## config.mk

```make
export PLATFORM = sky130hd
export DESIGN_NAME = ro_enable_sequencer
export DESIGN_NICKNAME = d
export VERILOG_FILES = /design/src/rtl/ro_stress_pkg.sv /design/src/rtl/ro_pwm_gate.sv /design/src/rtl/ro_enable_sequencer.sv
export SDC_FILE = /design/constraint.sdc
export NUM_CORES = 1
export LEC_CHECK = 0
export CORE_UTILIZATION = 25
export DETAILED_ROUTE_END_ITERATION = 7
export GPL_ROUTABILITY_DRIVEN = 0
export HOLD_SLACK_MARGIN = 0.08
export PLACE_DENSITY = 0.4
export SLEW_MARGIN = 15
export SYNTH_ARGS = -nofsm -noshare
export SYNTH_HDL_FRONTEND = slang
export SYNTH_HIERARCHICAL = 1
export SYNTH_SLANG_ARGS = --single-unit
```

## constraint.sdc

```tcl
create_clock -name clk -period 4.2 [get_ports clk]
set_input_delay 0.84 -clock clk [delete_from_list [all_inputs] [get_ports clk]]
set_output_delay 0.84 -clock clk [all_outputs]
set_load 0.05 [all_outputs]
```

## src/rtl/ro_stress_pkg.sv

```systemverilog
// ro_stress_pkg: shared definitions for the ring-oscillator stress array.
// Latency: n/a (types and constants only).
// Backpressure: n/a.
// Used by the RO array top, the host register block and ro_enable_sequencer.
package ro_stress_pkg;

  // 150 oscillators split into banks of ten.
  localparam int NUM_BANKS_DEF = 15;
  localparam int ROS_PER_BANK  = 10;

  // Sequencer FSM states. Encoding kept fixed so the register block can
  // expose it as a raw status field.
  typedef enum logic [1:0] {
    ST_IDLE      = 2'd0,
    ST_RAMP_UP   = 2'd1,
    ST_HOLD      = 2'd2,
    ST_RAMP_DOWN = 2'd3
  } seq_state_e;

endpackage

```

## src/rtl/ro_pwm_gate.sv

```systemverilog
// ro_pwm_gate: free-running PWM counter with an on-time compare.
// Latency: gate is combinational from the counter register; counter advances every clk.
// Backpressure: none, the counter never stalls.
// Ports: clk, rst (async active-high), duty (on-time per 2^PWM_W period,
//        all-ones means continuously on), gate (high during the on-time).
module ro_pwm_gate #(
  parameter int PWM_W = 8
) (
  input  logic             clk,
  input  logic             rst,
  input  logic [PWM_W-1:0] duty,
  output logic             gate
);

  logic [PWM_W-1:0] pwm_cnt_q;
  logic [PWM_W-1:0] pwm_cnt_d;

  always_comb begin
    pwm_cnt_d = pwm_cnt_q + PWM_W'(1);
  end

  always_ff @(posedge clk or posedge rst) begin
    if (rst) begin
      pwm_cnt_q <= '0;
    end else begin
      pwm_cnt_q <= pwm_cnt_d;
    end
  end

  // All-ones duty would otherwise leave one off cycle per period.
  always_comb begin
    gate = (&duty) | (pwm_cnt_q < duty);
  end

endmodule

```

## src/rtl/ro_enable_sequencer.sv

```systemverilog
// ro_enable_sequencer: ramps the number of enabled RO banks one at a time and
//   duty-cycles the enabled set, so supply current steps instead of jumping.
// Latency: active_count moves every `step` cycles; bank_en follows one cycle later.
// Backpressure: cfg_ready is low while ramping; config is only taken in IDLE/HOLD.
// Ports: clk, rst (async active-high); cfg_valid/cfg_ready with cfg_target,
//        cfg_step_cycles, cfg_duty; start, stop; bank_en to the RO array;
//        active_count, busy, done status back to the register block.
module ro_enable_sequencer
  import ro_stress_pkg::*;
#(
  parameter int NUM_BANKS = NUM_BANKS_DEF,
  parameter int CNT_W     = $clog2(NUM_BANKS + 1),
  parameter int STEP_W    = 24,
  parameter int PWM_W     = 8
) (
  input  logic                 clk,
  input  logic                 rst,
  input  logic                 cfg_valid,
  output logic                 cfg_ready,
  input  logic [CNT_W-1:0]     cfg_target,
  input  logic [STEP_W-1:0]    cfg_step_cycles,
  input  logic [PWM_W-1:0]     cfg_duty,
  input  logic                 start,
  input  logic                 stop,
  output logic [NUM_BANKS-1:0] bank_en,
  output logic [CNT_W-1:0]     active_count,
  output logic                 busy,
  output logic                 done
);

  localparam logic [CNT_W-1:0]  BANKS_MAX = CNT_W'(NUM_BANKS);
  localparam logic [STEP_W-1:0] STEP_ONE  = STEP_W'(1);

  seq_state_e           state_q,  state_d;
  logic [CNT_W-1:0]     count_q,  count_d;
  logic [CNT_W-1:0]     goal_q,   goal_d;
  logic [CNT_W-1:0]     target_q, target_d;
  logic [STEP_W-1:0]    step_q,   step_d;
  logic [STEP_W-1:0]    timer_q,  timer_d;
  logic [PWM_W-1:0]     duty_q,   duty_d;
  logic                 done_q,   done_d;
  logic [NUM_BANKS-1:0] bank_en_q, bank_en_d;

  logic             cfg_hs;
  logic             step_tick;
  logic             pwm_on;
  logic [CNT_W-1:0] cfg_tgt_clamp;
  logic [CNT_W-1:0] count_inc;
  logic [CNT_W-1:0] count_dec;
  logic [CNT_W-1:0] down_goal;

  ro_pwm_gate #(
    .PWM_W (PWM_W)
  ) u_pwm_gate (
    .clk  (clk),
    .rst  (rst),
    .duty (duty_q),
    .gate (pwm_on)
  );

  always_comb begin
    cfg_ready     = (state_q == ST_IDLE) || (state_q == ST_HOLD);
    cfg_hs        = cfg_valid && cfg_ready;
    cfg_tgt_clamp = (cfg_target > BANKS_MAX) ? BANKS_MAX : cfg_target;
    // step_q is never 0, so step_q-1 cannot wrap.
    step_tick     = (timer_q >= (step_q - STEP_ONE));
    count_inc     = count_q + CNT_W'(1);
    count_dec     = count_q - CNT_W'(1);
    // A stop while already ramping down only retargets the goal.
    down_goal     = stop ? '0 : goal_q;
  end

  always_comb begin
    state_d  = state_q;
    count_d  = count_q;
    goal_d   = goal_q;
    timer_d  = timer_q;
    done_d   = 1'b0;
    target_d = target_q;
    step_d   = step_q;
    duty_d   = duty_q;

    // Config capture is independent of the FSM decision, so a write that
    // coincides with stop in HOLD still lands in the stored registers.
    if (cfg_hs) begin
      target_d = cfg_tgt_clamp;
      step_d   = (cfg_step_cycles == '0) ? STEP_ONE : cfg_step_cycles;
      duty_d   = cfg_duty;
    end

    case (state_q)
      ST_IDLE: begin
        timer_d = '0;
        if (start) begin
          if (target_q == '0) begin
            done_d = 1'b1;
          end else begin
            state_d = ST_RAMP_UP;
            goal_d  = target_q;
          end
        end
      end

      ST_RAMP_UP: begin
        if (stop) begin
          goal_d  = '0;
          timer_d = '0;
          // Stopped before the first bank came on: nothing to ramp down.
          if (count_q == '0) begin
            state_d = ST_IDLE;
            done_d  = 1'b1;
          end else begin
            state_d = ST_RAMP_DOWN;
          end
        end else if (step_tick) begin
          timer_d = '0;
          if (count_q < BANKS_MAX) begin
            count_d = count_inc;
          end
          if (count_inc >= goal_q) begin
            state_d = ST_HOLD;
          end
        end else begin
          timer_d = timer_q + STEP_ONE;
        end
      end

      ST_HOLD: begin
        timer_d = '0;
        if (stop) begin
          state_d = ST_RAMP_DOWN;
          goal_d  = '0;
        end else if (cfg_hs) begin
          if (cfg_tgt_clamp > count_q) begin
            state_d = ST_RAMP_UP;
            goal_d  = cfg_tgt_clamp;
          end else if (cfg_tgt_clamp < count_q) begin
            state_d = ST_RAMP_DOWN;
            goal_d  = cfg_tgt_clamp;
          end
        end
      end

      ST_RAMP_DOWN: begin
        goal_d = down_goal;
        if (step_tick) begin
          timer_d = '0;
          if (count_q != '0) begin
            count_d = count_dec;
          end
          if (count_dec <= down_goal) begin
            if (down_goal == '0) begin
              state_d = ST_IDLE;
              done_d  = 1'b1;
            end else begin
              state_d = ST_HOLD;
            end
          end
        end else begin
          timer_d = timer_q + STEP_ONE;
        end
      end

      default: begin
        state_d = ST_IDLE;
      end
    endcase
  end

  // Thermometer decode: low banks fill first and the top bank drops first.
  always_comb begin
    bank_en_d = '0;
    for (int i = 0; i < NUM_BANKS; i++) begin
      bank_en_d[i] = pwm_on && (CNT_W'(i) < count_q);
    end
  end

  always_ff @(posedge clk or posedge rst) begin
    if (rst) begin
      state_q   <= ST_IDLE;
      count_q   <= '0;
      goal_q    <= '0;
      target_q  <= '0;
      step_q    <= STEP_ONE;
      timer_q   <= '0;
      duty_q    <= '0;
      done_q    <= 1'b0;
      bank_en_q <= '0;
    end else begin
      state_q   <= state_d;
      count_q   <= count_d;
      goal_q    <= goal_d;
      target_q  <= target_d;
      step_q    <= step_d;
      timer_q   <= timer_d;
      duty_q    <= duty_d;
      done_q    <= done_d;
      bank_en_q <= bank_en_d;
    end
  end

  always_comb begin
    bank_en      = bank_en_q;
    active_count = count_q;
    busy         = (state_q != ST_IDLE);
    done         = done_q;
  end

endmodule
```

* Yosys cells after proc, flatten, opt, wreduce, memory -nomap -nowiden
Cells that the tools add are included.
Storage, ports and cells: input bits 41, word-level logic and storage cells 126, output and inout port bits 22, bits in registers 94
Cells by class: multiplexer cells 41, bitwise operators 1, magnitude comparators 23, add/subtract/negate cells 5, equal/unequal tests 15, reductions and logical operators 31
Operator list (number):
- 24-bit 2-to-1 mux | 3
- 24-bit one-hot mux with 3 select lines | 1
- 4-bit 2-to-1 mux | 13
- 4-bit less-than comparator (first input constant) | 7
- 2-bit 2-to-1 mux | 13
- 24-bit by 1-bit adder with 24-bit output (second input constant) | 1
- 24-bit greater-or-equal comparator | 1
- 24-bit zero test | 1
- 24-bit by 1-bit subtractor with 24-bit output (second input constant) | 1
- 1-bit logical AND | 16
- 3-bit by 4-bit less-than comparator with 1-bit output (first input constant) | 4
- 2-bit != test (second input constant) | 8
- 8-bit AND reduction | 2
- 4-bit zero test | 3
- 4-bit one-hot mux with 3 select lines | 1
- 3-bit != test (second input constant) | 3
- 8-bit by 1-bit adder with 8-bit output (second input constant) | 1
- 1-bit by 4-bit less-than comparator with 1-bit output (first input constant) | 2
- 2-bit by 4-bit less-than comparator with 1-bit output (first input constant) | 2
- 8-bit less-than comparator | 1
- 2-bit one-hot mux with 4 select lines | 1
- 4-bit one-hot mux with 2 select lines | 1
- 1-bit 2-to-1 mux | 7
- 6-bit AND reduction | 1
- 19 further kinds | 22

* Depth between registers and ports, before layout
Gate-level depths: netlist of run 1.
word-level depth 8, depth in mapped cells 17, gate-level depth less buffers 15

* Hierarchy
Netlist of run 1, hierarchy kept.
Modules (own cells, without submodules):
- ro_enable_sequencer | cells each 496, sequential area each 2153.3 µm², area each 4989.8 µm², instances 1
- ro_pwm_gate | cells each 50, sequential area each 200.2 µm², area each 506.7 µm², instances 1

* Worst setup path before layout of run 1
Ideal clock, no wire load.
path type register to register, from register step_q[11], to register state_q[1], stages on the path, launching flop included 14, library setup time 0.126 ns, buffers on the path 0, data required time 4.074 ns, period minus slack after synthesis 3.930 ns, arrival 3.804 ns, path slack 0.270 ns, cell sequence dfrtp_1 -> or4_4 -> nor3_2 -> nand3_2 -> or4_4 -> nor3b_2 -> xnor2_1 -> ha_1 -> nand4_1 -> nor4_1 -> inv_2 -> o311ai_2 -> o211ai_1 -> o32a_1
Between the ends: longest elaborated chain between the ends 4, elaborated cells between the ends (all ways) 5, classes of those cells add/sub: 1; order compare: 1; eq/ne: 2; reduce/logical: 1
RTL lines:
- from (decl) | line ro_enable_sequencer.sv:38 | logic [STEP_W-1:0] step_q, step_d;
- from (signal assigned) | line ro_enable_sequencer.sv:194 | step_q <= step_d;
- 24-bit by 1-bit subtractor with 24-bit output (*) | line ro_enable_sequencer.sv:66 | step_tick = (timer_q >= (step_q - STEP_ONE));
- 24-bit greater-or-equal comparator (*) | line ro_enable_sequencer.sv:66
- 3-bit != test (no source line) / 2-bit != test (equally long branches)
- 8-bit AND reduction (no source line) (*)
- to (signal assigned) | line ro_enable_sequencer.sv:190 | state_q <= state_d;
- to (decl) | line ro_enable_sequencer.sv:34 | seq_state_e state_q, state_d;
Mark *: on every way between the ends. The rest lies on a longest branch, timed or not. A chain may end at the register's enable or synchronous reset.

* Worst setup path after layout of run 1
Ends and elaborated chain as after synthesis.

==> results.tsv, run 1 <==
stage	metric	value	unit
worst_setup_path	critical path type	reg -> reg	
timing	worst-margin pin slew	662	ps
worst_setup_path	slowest stage delay, CP	570	ps
place	hpwl dp	10.6	mm
routing	DR WL/cell	15.9	um
clock_network	CTS buffer count	9	
worst_setup_path	WP buf/inv	2	
worst_setup_path	crit end category	flip-flop	
clock_network	CTS tree	done	
worst_setup_path	Critical Path RT	4420	ps
worst_setup_path	CP Cell Sequence	or4_4 -> nor3_4 -> nand3_2 -> or4_4 -> nor3b_2 -> xnor2_1 -> ha_1 -> nand4_1 -> nor4_4 -> inv_2 -> o311ai_2 -> buf_4 -> o211ai_1 -> o32a_1	
hold_path	worst min-delay path category	reg -> reg	
pwr	leakage	0.00290	uW
synth	most frequent cell after synthesis	dfrtp_1	
pwr	pwr/cell area	529	nW/um^2
place	DP Area	6510	um^2
place	PortBufs	62	
worst_setup_path	CP max FO	7	
timing	final hold viol count	0	
routing	drt pass-1 iters	7	
clock_network	Clock Pin Slew Worst Setup and Hold Paths	70	ps
synth	Post-synth EDFFs	0	
synth	Synth Area in Adders	11.2	%
routing	Initial DRC Count	166	
floorplan	Rows	53	
timing	Pins Over Slew Limit	0	
synth	Synth Area per Inst	10.1	um^2
synth	Synth Net Count	636	
synth	Synth async-reset ratio	100	%
floorplan	Die ar.	22600	um^2
grt	Global Route Usage Sum	13.6	%
timing	RSZ-0062 raised after global routing	yes	
finish	# nets final	707	
synth	register bit total from synthesis	94	
timing	fmax	0.247	GHz
synth	largest family of logic cells by synthesized area	simple AND/OR/NAND/NOR gates	
flow_run	max-cap violation count	0	
clock_network	clock sink count	94	
timing	relative slew slack	55.5	%
floorplan	num ports	63	
timing	final setup fails	0	
worst_setup_path	Most Frequent Cell on Critical Path	or4_4	
timing	Post-Route Skew	11.6	ps
synth	synth top area cells	dfrtp_1 42%, ha_1 11%, mux2_2 7.0%	
run_status	outcome	complete, no violations	
finish	Final Core Density	32.1	%
finish	# diodes	0	
synth	Post-Synth XOR/XNOR Area	9.24	%
worst_setup_path	crit path DAT	4280	ps
synth	Synth Instances	546	
grt	first-pass GRT wire length	23.5	mm
floorplan	die width	150	um
worst_setup_path	Startpoint Class	flip-flop	
clock_network	H-tree Lvls	3	
grt	number of global-route vias before repair	4390	
synth	post-synthesis sequential area ratio	42.8	%
synth	top_reg_cell synth	dfrtp_1	
finish	share of cells above drive strength 1	12.2	%
synth	post-synth top area share	42.3	%
grt	largest net degree at the start of global routing	39	
synth	area of the mapped netlist	5500	um^2
finish	fillers	2168	
grt	initial antenna violation count	0	
worst_setup_path	slowest CP cell	or4_4	
finish	Design Area, Final	6830	um^2
pwr	Pwr Total	3610	uW
clock_network	Longest Clk Path Bufs	2	
synth	mux cell area share after synthesis	7.15	%
clock_network	Clock Tree Root	clkbuf_16	
routing	detailed-route DRC error count	0	
synth	most instantiated cells after synthesis	93 x dfrtp_1, 50 x nor2_1, 49 x ha_1, 44 x nand2_1, 34 x mux2_2	
synth	post-synthesis compound-gate area fraction	8.85	%
clock_network	Worst-Skew Late Latency	350	ps
finish	P&R area growth vs syn	24.3	%
timing	Final min period	4050	ps
worst_setup_path	family with the most delay on the worst path	simple AND/OR/NAND/NOR gates	
clock_network	# hold bufs at CTS	0	
floorplan	core area	21300	um^2
synth	dominant cell type by area after synthesis	dfrtp_1	
synth	post-synthesis simple-gate area fraction	17.4	%
grt	GRT overflow	0	
timing	crit share post-route	96.5	%
routing	Routed Wire Length	14.3	mm
floorplan	Die Height	150	um
pwr	Worst VDD drop	0.000199	V
routing	Via Count	4205	
floorplan	Initial Util	25.8	%
finish	non-filler cells, final	897	
routing	post-route ant nets	0	
synth	post-synth cell types	53	
place	dpl cells	880	
synth	Ys Warns	6	
routing	vias per cell	4.69	
[power by group]
group / switching, uW / internal (uW) / total, uW
combinational: 675 / 672 / 1350
sequential: 311 / 1140 / 1450
clock: 389 / 424 / 813
total: 1380 / 2240 / 3610
[what timing repair did]
action / 4_1_cts / 5_1_grt
gates resized for setup: 1 / 3
pin swaps: 1 / 2
setup buffers: 0 / 1
setup endpoints to repair: 1 / 28
[cell usage in the layout (no fill, tap or decap), types with 4 or more instances in the layout]
cell type	count
dfrtp_1	93
clkdlybuf4s50_1	62
nor2_1	50
ha_1	49
nand2_1	44
mux2_2	34
inv_1	32
xnor2_1	32
xor2_1	26
nand3_1	19
a21oi_1	17
o21ai_0	17
nor4_1	13
nor3_1	12
buf_4	12
nand4_1	10
nor2b_1	10
clkbuf_16	9
nand2b_1	7
a22oi_1	5
o21ai_1	4
a21o_1	4
and3_1	4
[metrics by stage]
stage / hold slack (ps) / setup TNS, ps / setup slack (ps)
3_3_place_gp: 481 / 0 / 57.4
4_1_cts: 485 / 0 / 28.6
5_1_grt: 521 / -68.0 / -68.0
2_1_floorplan: 449 / 0 / 270
3_5_place_dp: 473 / -34.0 / -34.0
6_report: 475 / 0 / 148
[final timing paths]
path / startpoint / end / slack (ps) / cells after the start
hold reg to reg: u_pwm_gate/pwm_cnt_q[7]$_DFF_PP0_ / u_pwm_gate/pwm_cnt_q[7]$_DFF_PP0_ / 470 / 1
setup / recovery: step_q[11]$_DFFE_PP0P_ / state_q[1]$_DFFE_PP0P_ / 150 / 14
min in group asynchronous: rst / u_pwm_gate/pwm_cnt_q[1]$_DFF_PP0_ / 790 / 2
max in group asynchronous: rst / step_q[0]$_DFFE_PP1P_ / 2450 / 3
hold / removal: u_pwm_gate/pwm_cnt_q[7]$_DFF_PP0_ / u_pwm_gate/pwm_cnt_q[7]$_DFF_PP0_ / 470 / 1
setup reg to reg: step_q[11]$_DFFE_PP0P_ / state_q[1]$_DFFE_PP0P_ / 150 / 14
[layout make-up]
class	count	area, um^2	area share [%]
Clock inverter	5	42.5	0.623
Timing Repair Buffer	75	731	10.7
Clock buffer	11	243	3.55
Sequential cell	94	2350	34.4
Multi-Input combinational cell	403	2990	43.8
Inverter	34	129	1.89
Tap cell	275	344	5.04
[registers in the layout (all words and copies together), names as in the netlist]
| name | cells |
|---|---|
| goal_q | 4 |
| target_q | 4 |
| u_pwm_gate/pwm_cnt_q | 8 |
| active_count | 4 |
| bank_en | 15 |
| step_q | 24 |
| timer_q | 24 |
| done | 1 |
| state_q | 2 |
| duty_q | 8 |
[per-layer routing]
| metal | vias up | global-route usage [%] | part of all wire [%] | wire length, um |
|---|---|---|---|---|
| met3 | 25 | 2.64 | 3.9 | 562 |
| met4 | 0 | 5.96 | 2.8 | 398 |
| met1 | 2032 | 17.7 | 47 | 6760 |
| met5 | - | 0 | 0 | 0 |
| li1 | 2056 | - | - | - |
| met2 | 92 | 21.8 | 46 | 6550 |
[logic make-up (layout without fill, tap and decap cells)]
| logic type | count (synthesis) | count (layout) |
|---|---|---|
| xor+xnor | 58 | 58 |
| flops | 94 | 94 |
| fa+ha+maj | 49 | 49 |
| simple gates | 188 | 188 |
| compound gates | 73 | 73 |
| buf+inv | 49 | 125 |
| mux | 35 | 35 |
(Power assumes the default switching activity.)
==> run 2, diff against run 1 <==
Settings changed: ABC_AREA set to 1.
==> run 2 against run 1 <==
Net effect:
- clock power decreased by 7.3%
- utilization decreased by 0.87 points
- sequential share of layout area decreased by 1.5 points
- count of clock-buffer cells in the layout increased by 3
- clock skew decreased by 0.76 ps
- critical path depth increased by 1
- largest cell class unchanged
==> results.tsv, run 2 <==
stage	metric	value	unit	change
clock_network	Longest Clk Path Bufs	2		unchanged
timing	Final min period	3090	ps	-963 ps
timing	fmax	0.324	GHz	+31%
finish	commonest non-fill, non-tap cells in the layout	143 x nand2_1, 94 x nor2_1, 93 x dfrtp_1		
floorplan	Rows	55		+3.8%
worst_setup_path	FF-to-FF path depth	15		+1
worst_setup_path	RR Startpoint	step_q[2]$_DFFE_PP0P_		
synth	area of the mapped netlist	5870	um^2	+6.8%
synth	Ys Warns	6		unchanged
synth	dominant cell type by area after synthesis	dfrtp_1		
worst_setup_path	slowest CP cell	nand3_2		
synth	most frequent cell after synthesis	nand2_1		
worst_setup_path	reg2reg setup slack	1110	ps	+960 ps
finish	P&R area growth vs syn	21.6	%	
place	pre-CTS setup slack	1060	ps	+1090 ps
grt	Global Route Usage Sum	13.5	%	-0.16 points
finish	Design Area, Final	7130	um^2	+4.4%
clock_network	Clock Pin Slew Worst Setup and Hold Paths	70	ps	about the same
hold_path	worst min-delay path category	reg -> reg		
routing	vias per cell	4.20		-10%
clock_network	CTS buffer count	9		unchanged
routing	Via Count	4632		+10%
place	hpwl dp	11.7	mm	+10%
timing	setup TNS	0	ps	unchanged
worst_setup_path	family with the most delay on the worst path	simple AND/OR/NAND/NOR gates		
timing	final setup fails	0		unchanged
timing	Post-Route Skew	10.8	ps	-0.760 ps
synth	Synth Area in Adders	10.4	%	-0.71 points
synth	top_reg_cell synth	dfrtp_1		
timing	worst-margin pin slew	621	ps	-40.8 ps
pwr	leakage	0.00331	uW	+14%
synth	post-synth cell types	38		-28%
finish	fillers	2535		+17%
floorplan	Die Height	155	um	+3.3%
finish	most common cell after layout, fill and taps aside	nand2_1		
worst_setup_path	reg-to-reg endpoint	timer_q[2]$_DFF_PP0_		
routing	post-route ant nets	0		unchanged
worst_setup_path	critical path type	reg -> reg		
grt	GRT overflow	0		unchanged
floorplan	Initial Util	25.7	%	-0.14 points
synth	synth top area cells	dfrtp_1 40%, ha_1 10%, nand2_1 9.2%		
pwr	Worst VDD drop	0.000236	V	+19%
worst_setup_path	critical path launch point	step_q[2]$_DFFE_PP0P_		
clock_network	Clock Tree Root	clkbuf_16		
grt	number of global-route vias before repair	4875		+11%
synth	most instantiated cells after synthesis	144 x nand2_1, 94 x nor2_1, 93 x dfrtp_1, 93 x inv_1, 49 x ha_1		
finish	multi-input logic area	3090	um^2	+3.3%
finish	# nets final	875		+24%
routing	DR WL/cell	13.4	um	-16%
flow_run	max-cap violation count	0		unchanged
synth	post-synthesis sequential area ratio	40.1	%	-2.7 points
worst_setup_path	Critical Path RT	4450	ps	+30 ps
place	DP Area	6880	um^2	+5.6%
run_status	outcome	complete, no violations		
place	PortBufs	62		unchanged
clock_network	setup bufs post-CTS	0		unchanged
worst_setup_path	Setup crit end	timer_q[2]$_DFF_PP0_		
clock_network	H-tree Lvls	3		unchanged
worst_setup_path	crit end category	flip-flop		
floorplan	die width	155	um	+3.3%
timing	final hold viol count	0		unchanged
worst_setup_path	crit path DAT	3340	ps	-940 ps
grt	first-pass GRT wire length	25.4	mm	+8.0%
routing	Initial DRC Count	202		+22%
synth	post-synth top area share	39.7	%	-2.7 points
worst_setup_path	CP max FO	27		+20
floorplan	num ports	63		unchanged
finish	register area	2350	um^2	unchanged
timing	RSZ-0062 raised after global routing	no		
synth	Synth Area per Inst	8.17	um^2	-19%
timing	Hold WS	473	ps	-1.65 ps
grt	largest net degree at the start of global routing	54		+38%
routing	drt pass-1 iters	4		-3
timing	post-route setup slack	1110	ps	+963 ps
synth	mux cell area share after synthesis	2.88	%	-4.3 points
clock_network	clock sink count	94		unchanged
worst_setup_path	CP Cell Sequence	nor2_1 -> nand4_1 -> inv_1 -> nand2_1 -> nor2_4 -> nand4_1 -> xnor2_1 -> inv_1 -> ha_1 -> a21o_1 -> nor2_1 -> nand2_1 -> a21oi_2 -> nand3_2 -> nor3_1		
worst_setup_path	Startpoint Class	flip-flop		
synth	Synth async-reset ratio	100	%	unchanged
floorplan	core area	22800	um^2	+7.3%
synth	Synth Instances	718		+32%
synth	post-synthesis simple-gate area fraction	25.1	%	+7.7 points
worst_setup_path	WP buf/inv	2		unchanged
floorplan	Die ar.	24100	um^2	+6.7%
synth	Post-synth EDFFs	0		unchanged
synth	post-synthesis compound-gate area fraction	6.84	%	-2.0 points
synth	register bit total from synthesis	94		unchanged
clock_network	# hold bufs at CTS	0		unchanged
routing	detailed-route DRC error count	0		unchanged
clock_network	Worst-Skew Late Latency	350	ps	about the same
timing	crit share post-route	73.5	%	-23 points
pwr	pwr/cell area	485	nW/um^2	-8.3%
finish	Final Core Density	31.2	%	-0.87 points
timing	relative slew slack	58.5	%	+3.0 points
timing	Pins Over Slew Limit	0		unchanged
clock_network	post-CTS sizing	0		-1
routing	Routed Wire Length	14.7	mm	+3.3%
finish	share of cells above drive strength 1	9.11	%	-3.1 points
worst_setup_path	critical path depth	15		+1
grt	initial antenna violation count	0		unchanged
finish	# diodes	0		unchanged
synth	Post-Synth XOR/XNOR Area	7.31	%	-1.9 points
synth	Synth Net Count	808		+27%
clock_network	CTS tree	done		
worst_setup_path	slowest stage delay, CP	470	ps	-100 ps
synth	largest family of logic cells by synthesized area	simple AND/OR/NAND/NOR gates		
[run 2: layer usage]
layer	track usage [%]	share of wire, %
met5	0	0
met4	4.76	1.4
met3	2.03	2.5
met2	21.3	45
met1	18.6	51
[run 2: worst min path at each step]
stage	slack, ps	startpoint	to	cells after the start
6_report	470	u_pwm_gate/pwm_cnt_q[0]$_DFF_PP0_	u_pwm_gate/pwm_cnt_q[0]$_DFF_PP0_	1
5_1_grt	490	u_pwm_gate/pwm_cnt_q[0]$_DFF_PP0_	u_pwm_gate/pwm_cnt_q[0]$_DFF_PP0_	1
4_1_cts	480	u_pwm_gate/pwm_cnt_q[0]$_DFF_PP0_	u_pwm_gate/pwm_cnt_q[0]$_DFF_PP0_	1
3_3_place_gp	460	u_pwm_gate/pwm_cnt_q[0]$_DFF_PP0_	u_pwm_gate/pwm_cnt_q[0]$_DFF_PP0_	1
2_1_floorplan	430	u_pwm_gate/pwm_cnt_q[0]$_DFF_PP0_	u_pwm_gate/pwm_cnt_q[0]$_DFF_PP0_	1
3_5_place_dp	470	u_pwm_gate/pwm_cnt_q[0]$_DFF_PP0_	u_pwm_gate/pwm_cnt_q[0]$_DFF_PP0_	1
[run 2: cell type report]
class                   instances  area share [%]
multi-input cells             512            43.3
flip-flops and latches         94            33.0
well taps                     313            5.49
repair buffers                 65            9.19
clock buffers                  14            3.42
inverters                     103            5.44
clock inverters                 2           0.175
[run 2: stage by stage]
step | std cells | power, uW
final | 1103 | 3460
after detailed placement | 1087 | 2750
after global placement | 1087 | 2750
after CTS | 1103 | 3520
after global routing | 1103 | 3790
after floorplan | 718 | 2350
[run 2: cells by family after synthesis]
| family | after synthesis |
|---|---|
| AOI/OAI and AO/OA | 72 |
| adders and majority gates | 49 |
| DFF | 94 |
| buffers and inverters | 112 |
| muxes | 15 |
| xor gates and xnor gates | 49 |
| and+or+nand+nor | 327 |
[run 2: power breakdown]
group	switching, uW	leakage (uW)	internal (uW)
Combinational	816	0.00198	537
Clock	352	0.000121	403
Sequential	225	0.00122	1130
Total	1390	0.00331	2070
